**src/rtl/rst_seq_ctrl.sv**
```systemverilog
// Reset sequencer: holds all channels in reset for a minimum time, then releases
// them in order with per-channel delays, plus per-channel local reset stretching.
module rst_seq_ctrl #(
    parameter int N          = 8,
    parameter int DLY_W      = 8,
    parameter int MIN_ASSERT = 4
) (
    input  logic                      clk_i,
    input  logic                      rst_i,
    input  logic                      glob_req_i,
    input  logic [N-1:0]              req_i,
    input  logic [N-1:0][DLY_W-1:0]   dly_i,
    output logic [N-1:0]              rst_o,
    output logic                      busy_o,
    output logic                      done_o
);

    localparam int CNT_W = $clog2(MIN_ASSERT + 1);
    localparam int IDX_W = (N > 1) ? $clog2(N) : 1;
    localparam logic [CNT_W-1:0] CNT_LAST = CNT_W'(MIN_ASSERT - 1);
    localparam logic [CNT_W-1:0] CNT_INIT = CNT_W'(MIN_ASSERT);
    localparam logic [CNT_W-1:0] CNT_ONE  = CNT_W'(1);
    localparam logic [IDX_W-1:0] IDX_LAST = IDX_W'(N - 1);

    typedef enum logic [1:0] {
        S_ASSERT,
        S_RELEASE,
        S_IDLE
    } state_t;

    state_t                       state, state_n;
    logic [CNT_W-1:0]             cnt, cnt_n;
    logic [IDX_W-1:0]             idx, idx_n, idx_inc;
    logic [DLY_W-1:0]             dcnt, dcnt_n;
    logic [N-1:0]                 seq_hold, seq_hold_n;
    logic [N-1:0]                 lhold, lhold_n;
    logic [N-1:0][CNT_W-1:0]      lcnt, lcnt_n;
    logic                         done_n;

    // A global request always wins, including on the edge of the final release.
    always_comb begin
        state_n    = state;
        cnt_n      = cnt;
        idx_n      = idx;
        dcnt_n     = dcnt;
        seq_hold_n = seq_hold;
        done_n     = 1'b0;
        idx_inc    = idx + IDX_W'(1);
        case (state)
            S_ASSERT: begin
                seq_hold_n = '1;
                if (glob_req_i) begin
                    cnt_n = '0;
                end else if (cnt == CNT_LAST) begin
                    state_n = S_RELEASE;
                    idx_n   = '0;
                    dcnt_n  = dly_i[0];
                end else begin
                    cnt_n = cnt + CNT_ONE;
                end
            end
            S_RELEASE: begin
                if (glob_req_i) begin
                    state_n    = S_ASSERT;
                    seq_hold_n = '1;
                    cnt_n      = '0;
                end else if (dcnt != '0) begin
                    dcnt_n = dcnt - DLY_W'(1);
                end else begin
                    seq_hold_n[idx] = 1'b0;
                    if (idx < IDX_LAST) begin
                        idx_n  = idx_inc;
                        dcnt_n = dly_i[idx_inc];
                    end else begin
                        state_n = S_IDLE;
                        done_n  = 1'b1;
                    end
                end
            end
            S_IDLE: begin
                if (glob_req_i) begin
                    state_n    = S_ASSERT;
                    seq_hold_n = '1;
                    cnt_n      = '0;
                end
            end
            default: begin
                state_n    = S_ASSERT;
                seq_hold_n = '1;
                cnt_n      = '0;
            end
        endcase
    end

    // Local holds stretch each request to MIN_ASSERT cycles after its last high sample.
    always_comb begin
        lhold_n = lhold;
        lcnt_n  = lcnt;
        for (int k = 0; k < N; k++) begin
            if (req_i[k]) begin
                lhold_n[k] = 1'b1;
                lcnt_n[k]  = CNT_INIT;
            end else if (lcnt[k] > CNT_ONE) begin
                lcnt_n[k] = lcnt[k] - CNT_ONE;
            end else if (lcnt[k] == CNT_ONE) begin
                lcnt_n[k]  = '0;
                lhold_n[k] = 1'b0;
            end
        end
    end

    // Outputs are registered from next-state values so they move on the deciding edge.
    always_ff @(posedge clk_i) begin
        if (rst_i) begin
            state    <= S_ASSERT;
            cnt      <= '0;
            idx      <= '0;
            dcnt     <= '0;
            seq_hold <= '1;
            lhold    <= '0;
            lcnt     <= '0;
            rst_o    <= '1;
            busy_o   <= 1'b1;
            done_o   <= 1'b0;
        end else begin
            state    <= state_n;
            cnt      <= cnt_n;
            idx      <= idx_n;
            dcnt     <= dcnt_n;
            seq_hold <= seq_hold_n;
            lhold    <= lhold_n;
            lcnt     <= lcnt_n;
            rst_o    <= seq_hold_n | lhold_n;
            busy_o   <= (state_n != S_IDLE);
            done_o   <= done_n;
        end
    end

endmodule
```
**config.mk**
```make
export PLATFORM = sky130hd
export DESIGN_NAME = rst_seq_ctrl
export DESIGN_NICKNAME = d
export VERILOG_FILES = /design/src/rtl/rst_seq_ctrl.sv
export SDC_FILE = /design/constraint.sdc
export NUM_CORES = 1
export LEC_CHECK = 0
export ABC_AREA = 1
export BUFFER_PORTS_ARGS = -buffer_cell sky130_fd_sc_hd__buf_2
export CAP_MARGIN = 20
export CORE_MARGIN = 3
export CORE_UTILIZATION = 30
export CTS_CLUSTER_DIAMETER = 200
export DETAILED_ROUTE_END_ITERATION = 12
export HOLD_SLACK_MARGIN = 0.02
export PLACE_DENSITY_LB_ADDON = 0.12
export SLEW_MARGIN = 20
export SYNTH_ARGS = -nofsm -noshare
export SYNTH_HDL_FRONTEND = slang
export SYNTH_SLANG_ARGS = --single-unit
```
**constraint.sdc**
```tcl
create_clock -name clk_i -period 3.4 [get_ports clk_i]
set_clock_uncertainty 0.05 [all_clocks]
set_input_delay 0.51 -clock clk_i [delete_from_list [all_inputs] [get_ports clk_i]]
set_output_delay 0.51 -clock clk_i [all_outputs]
set_load 0.05 [all_outputs]
```
==> impl_summary.md <==
Status
The flow ran to the end, and the final reports show no timing, DRC or antenna violations.

Critical path
The maximum cell stage delay along the critical path is 0.80 ns. STA classifies the critical path startpoint as a flip-flop. The setup path with the least slack is of type flip-flop to flip-flop. The worst setup path is captured at a flip-flop. Together, buffers and inverters on the worst path number 2. The kind of cell adding the most delay to the critical path is adder cells.

The maximum fanout encountered on the critical timing path is 25. In this design, the critical path's most frequently occurring cell is nand2_1. STA puts the critical path data arrival time at 2.64 ns. The required arrival time at the worst endpoint is 3.62 ns. Traced cell by cell, the critical path runs through ha_1 > clkinv_1 > nand3_1 > nand3_1 > nand2_1 > nand2_1 > o211ai_1 > nand2_1 > inv_1. The largest individual stage delay along the critical path comes from the cell ha_1.

Routing
The number of DRC violations after detailed-routing iteration 0 is 255. After detailed routing, no signal wire sits above met4. The number of detailed-routing iterations run before antenna repair is 4. In the final routed layout, each cell accounts on average for 12.2 µm. The remaining routing DRC violations is 0. The wire length on met2 is 4410 µm. The count of nets left with antenna violations after detail routing is 0. For this block, wires on met1 add up to 4750 µm. Wire segments on met3 add up to 691 µm in the final route.

The vias after detailed routing is 3726. The via density per instance is 4.54. For this block, the routed nets add up to 9970 µm of wire.

Clock tree
The root buffer cell is clkbuf_16. Once the clock tree was built, the setup fixing pass inserted 0 buffers. The number of gates resized after CTS was 0.

The TritonCTS clock tree is built. The number of buffers created by CTS is 9. Clock tree synthesis found a total of 66 sinks. Counting along the longest clock path gives a buffer depth of 2. The later-pin clock latency in the skew report is 0.33 ns. The count of hold-fix buffers inserted at cts is 0. After clock tree synthesis, the clock-pin slew on the worst setup and hold paths is 0.05 ns. In this run the number of H-tree levels came out at 3.

Timing
The worst path setup slack after routing is 0.984 ns. The tightest slew margin relative to the limit is 32.1%. The final hold violation count is 0.

The final count of pins violating max slew was 0. The part of the cycle the worst path needs is 71.1%. For the pin with the worst max-slew slack, the measured transition is 1.01 ns. The maximum clock frequency is 414 MHz. The final setup TNS is 0 ns. Setup repair after global routing left no endpoint under its margin. Setup violations remaining at the end of the flow were counted as 0.

The shortest period the worst path allows is 2.42 ns.

Yosys
For this run, the number of Yosys warnings is 0. Yosys attributes the largest share of cell area to dfxtp_1 35%, nand2_1 13%, nor2_1 9.2%. The share of Yosys cell area claimed by the top area cell type is 35.4%.

In the post-synthesis netlist, the cell with the most instances is nand2_1. Yosys mapped a number of flops with a built-in enable equal to 0. The sequential fraction of the synthesis area is 35.4%.

The commonest cells after synthesis are 131 x nand2_1, 91 x nor2_1, 68 x nand3_1. In the synthesized netlist, the number of instances is 570. The number of distinct standard cells referenced by the synthesized netlist is 31. When the netlist entered floorplanning its net count stood at 669.

The most used flip-flop cell after synthesis is dfxtp_1. The synthesized design spends more area on one cell type than any other, namely dfxtp_1. The total standard cell area after synthesis is 3730 µm². The flip-flop and latch count after synthesis is 66. The fraction of registers with async set/reset is 0%. The average cell area after synthesis is 6.54 µm².

Layout
The finished layout holds 820 standard cells, fillers aside. For this run, the post-layout net count is 748. The final design instance area without fill is 4570 µm². The area added between synthesis and finish is 22.7%. The ratio of cells with drive above 1 in the final layout is 17.8%. 0 antenna diodes ended up in the layout.

Global route
The overall routing resource usage is 15.1%. The initial antenna violation count came to 0. Entering global routing, the biggest net connects 40 pins.

The number of global-route vias before repair came to 3567. The wire length of the first global-routing pass is 17300 µm. The overall overflow remaining after global route is 0.

Floorplanning
The overall die height is 117 µm. For this configuration, the core starts out at a cell density of 30.9%. The floorplan step defined a die boundary enclosing 13800 µm². The floorplan step set the die width to 117 µm. The boundary pin count is 85. The number of placement rows is 40. The area of the core region is 12100 µm².

Placed design
After detailed placement, the design holds a cell count of 806. The post-place instance area is 4290 µm². The number of buffer cells added on primary ports is 84. The final weighted congestion of routability-driven global placement is 0.847. The detailed-placement wirelength estimate is 7630 µm.

The worst-case setup slack after placement is 0.990 ns.

Power and ir drop
The power per standard cell area is 411 nW/µm². The power consumption is 1.88 mW. The worst-case IR drop observed on VDD is 0.000264 V. Summed over all cells, the static leakage comes to 2.09 nW.

Min path
The path category of the worst min-delay check is primary input to flip-flop.

Run
The tool flagged a number of max-cap violations equal to 0.
-- power breakdown --
part           switching (mW)  internal, mW  leakage [nW]
combinational           0.116        0.0864          1.41
sequential             0.0132         0.804         0.540
clock                   0.314         0.543         0.137
-- worst paths after layout --
kind | start | endpoint | slack [ns] | cells past startpoint
setup / recovery | idx[1]$_SDFFE_PP0P_ | dcnt[1]$_SDFFE_PP0P_ | 0.98 | 9
hold / removal | req_i[1] | lcnt[3]$_SDFFE_PP0P_ | 0.35 | 2
setup reg to reg | idx[1]$_SDFFE_PP0P_ | dcnt[1]$_SDFFE_PP0P_ | 0.98 | 9
hold reg to reg | lcnt[12]$_SDFFE_PP0P_ | lcnt[12]$_SDFFE_PP0P_ | 0.39 | 1
-- placed cells by master, fill, tap and decap left out, drive strengths merged --
master / instances
a31oi: 1
buf: 86
a21oi: 50
o21a: 1
xnor2: 2
nor4: 2
ha: 24
xor2: 1
nand3: 68
nor3: 5
nor2: 95
clkinv: 3
o221ai: 2
clkinvlp: 1
o21ai: 23
o2111ai: 1
o211ai: 3
dfxtp: 66
or2: 2
clkbuf: 12
nand2: 135
inv: 69
-- registers in the layout, summed over array words and instances, names as in the netlist --
name      flops
state         2
busy_o        1
seq_hold      8
cnt           3
idx           3
dcnt          8
rst_o         8
done_o        1
lcnt         24
lhold         8
-- stage by stage --
stage	utilization, %	hold slack (ns)
floorplan	-	0.367
global placement	35.6	0.382
detailed placement	35.6	0.387
CTS	37.9	0.335
global route	37.9	0.348
finish	37.9	0.348
-- per-layer routing --
metal / up-vias / GRT usage (%)
li1: 1980 / -
met1: 1628 / 19.6
met2: 109 / 24.2
met3: 9 / 4.76
met4: 0 / 4.62
met5: - / 0
-- logic make-up (layout without fill, tap and decap cells) --
group	Yosys count	after routing	synth area share (%)
AOI/OAI and AO/OA	81	81	11.5
xor gates and xnor gates	3	3	0.907
adders and majority gates	24	24	8.06
buffers and inverters	89	171	9.30
and+or+nand+nor	307	307	34.8
DFF	66	66	35.4
-- cell type report --
class	count	area (µm²)
Fill cell	1300	7490
Multi-Input combinational cell	415	2060
Sequential cell	66	1320
Timing Repair Buffer	86	435
Clock buffer	12	267
Inverter	71	267
Tap cell	168	210
Clock inverter	2	12.5
(Power assumes the default switching activity.)
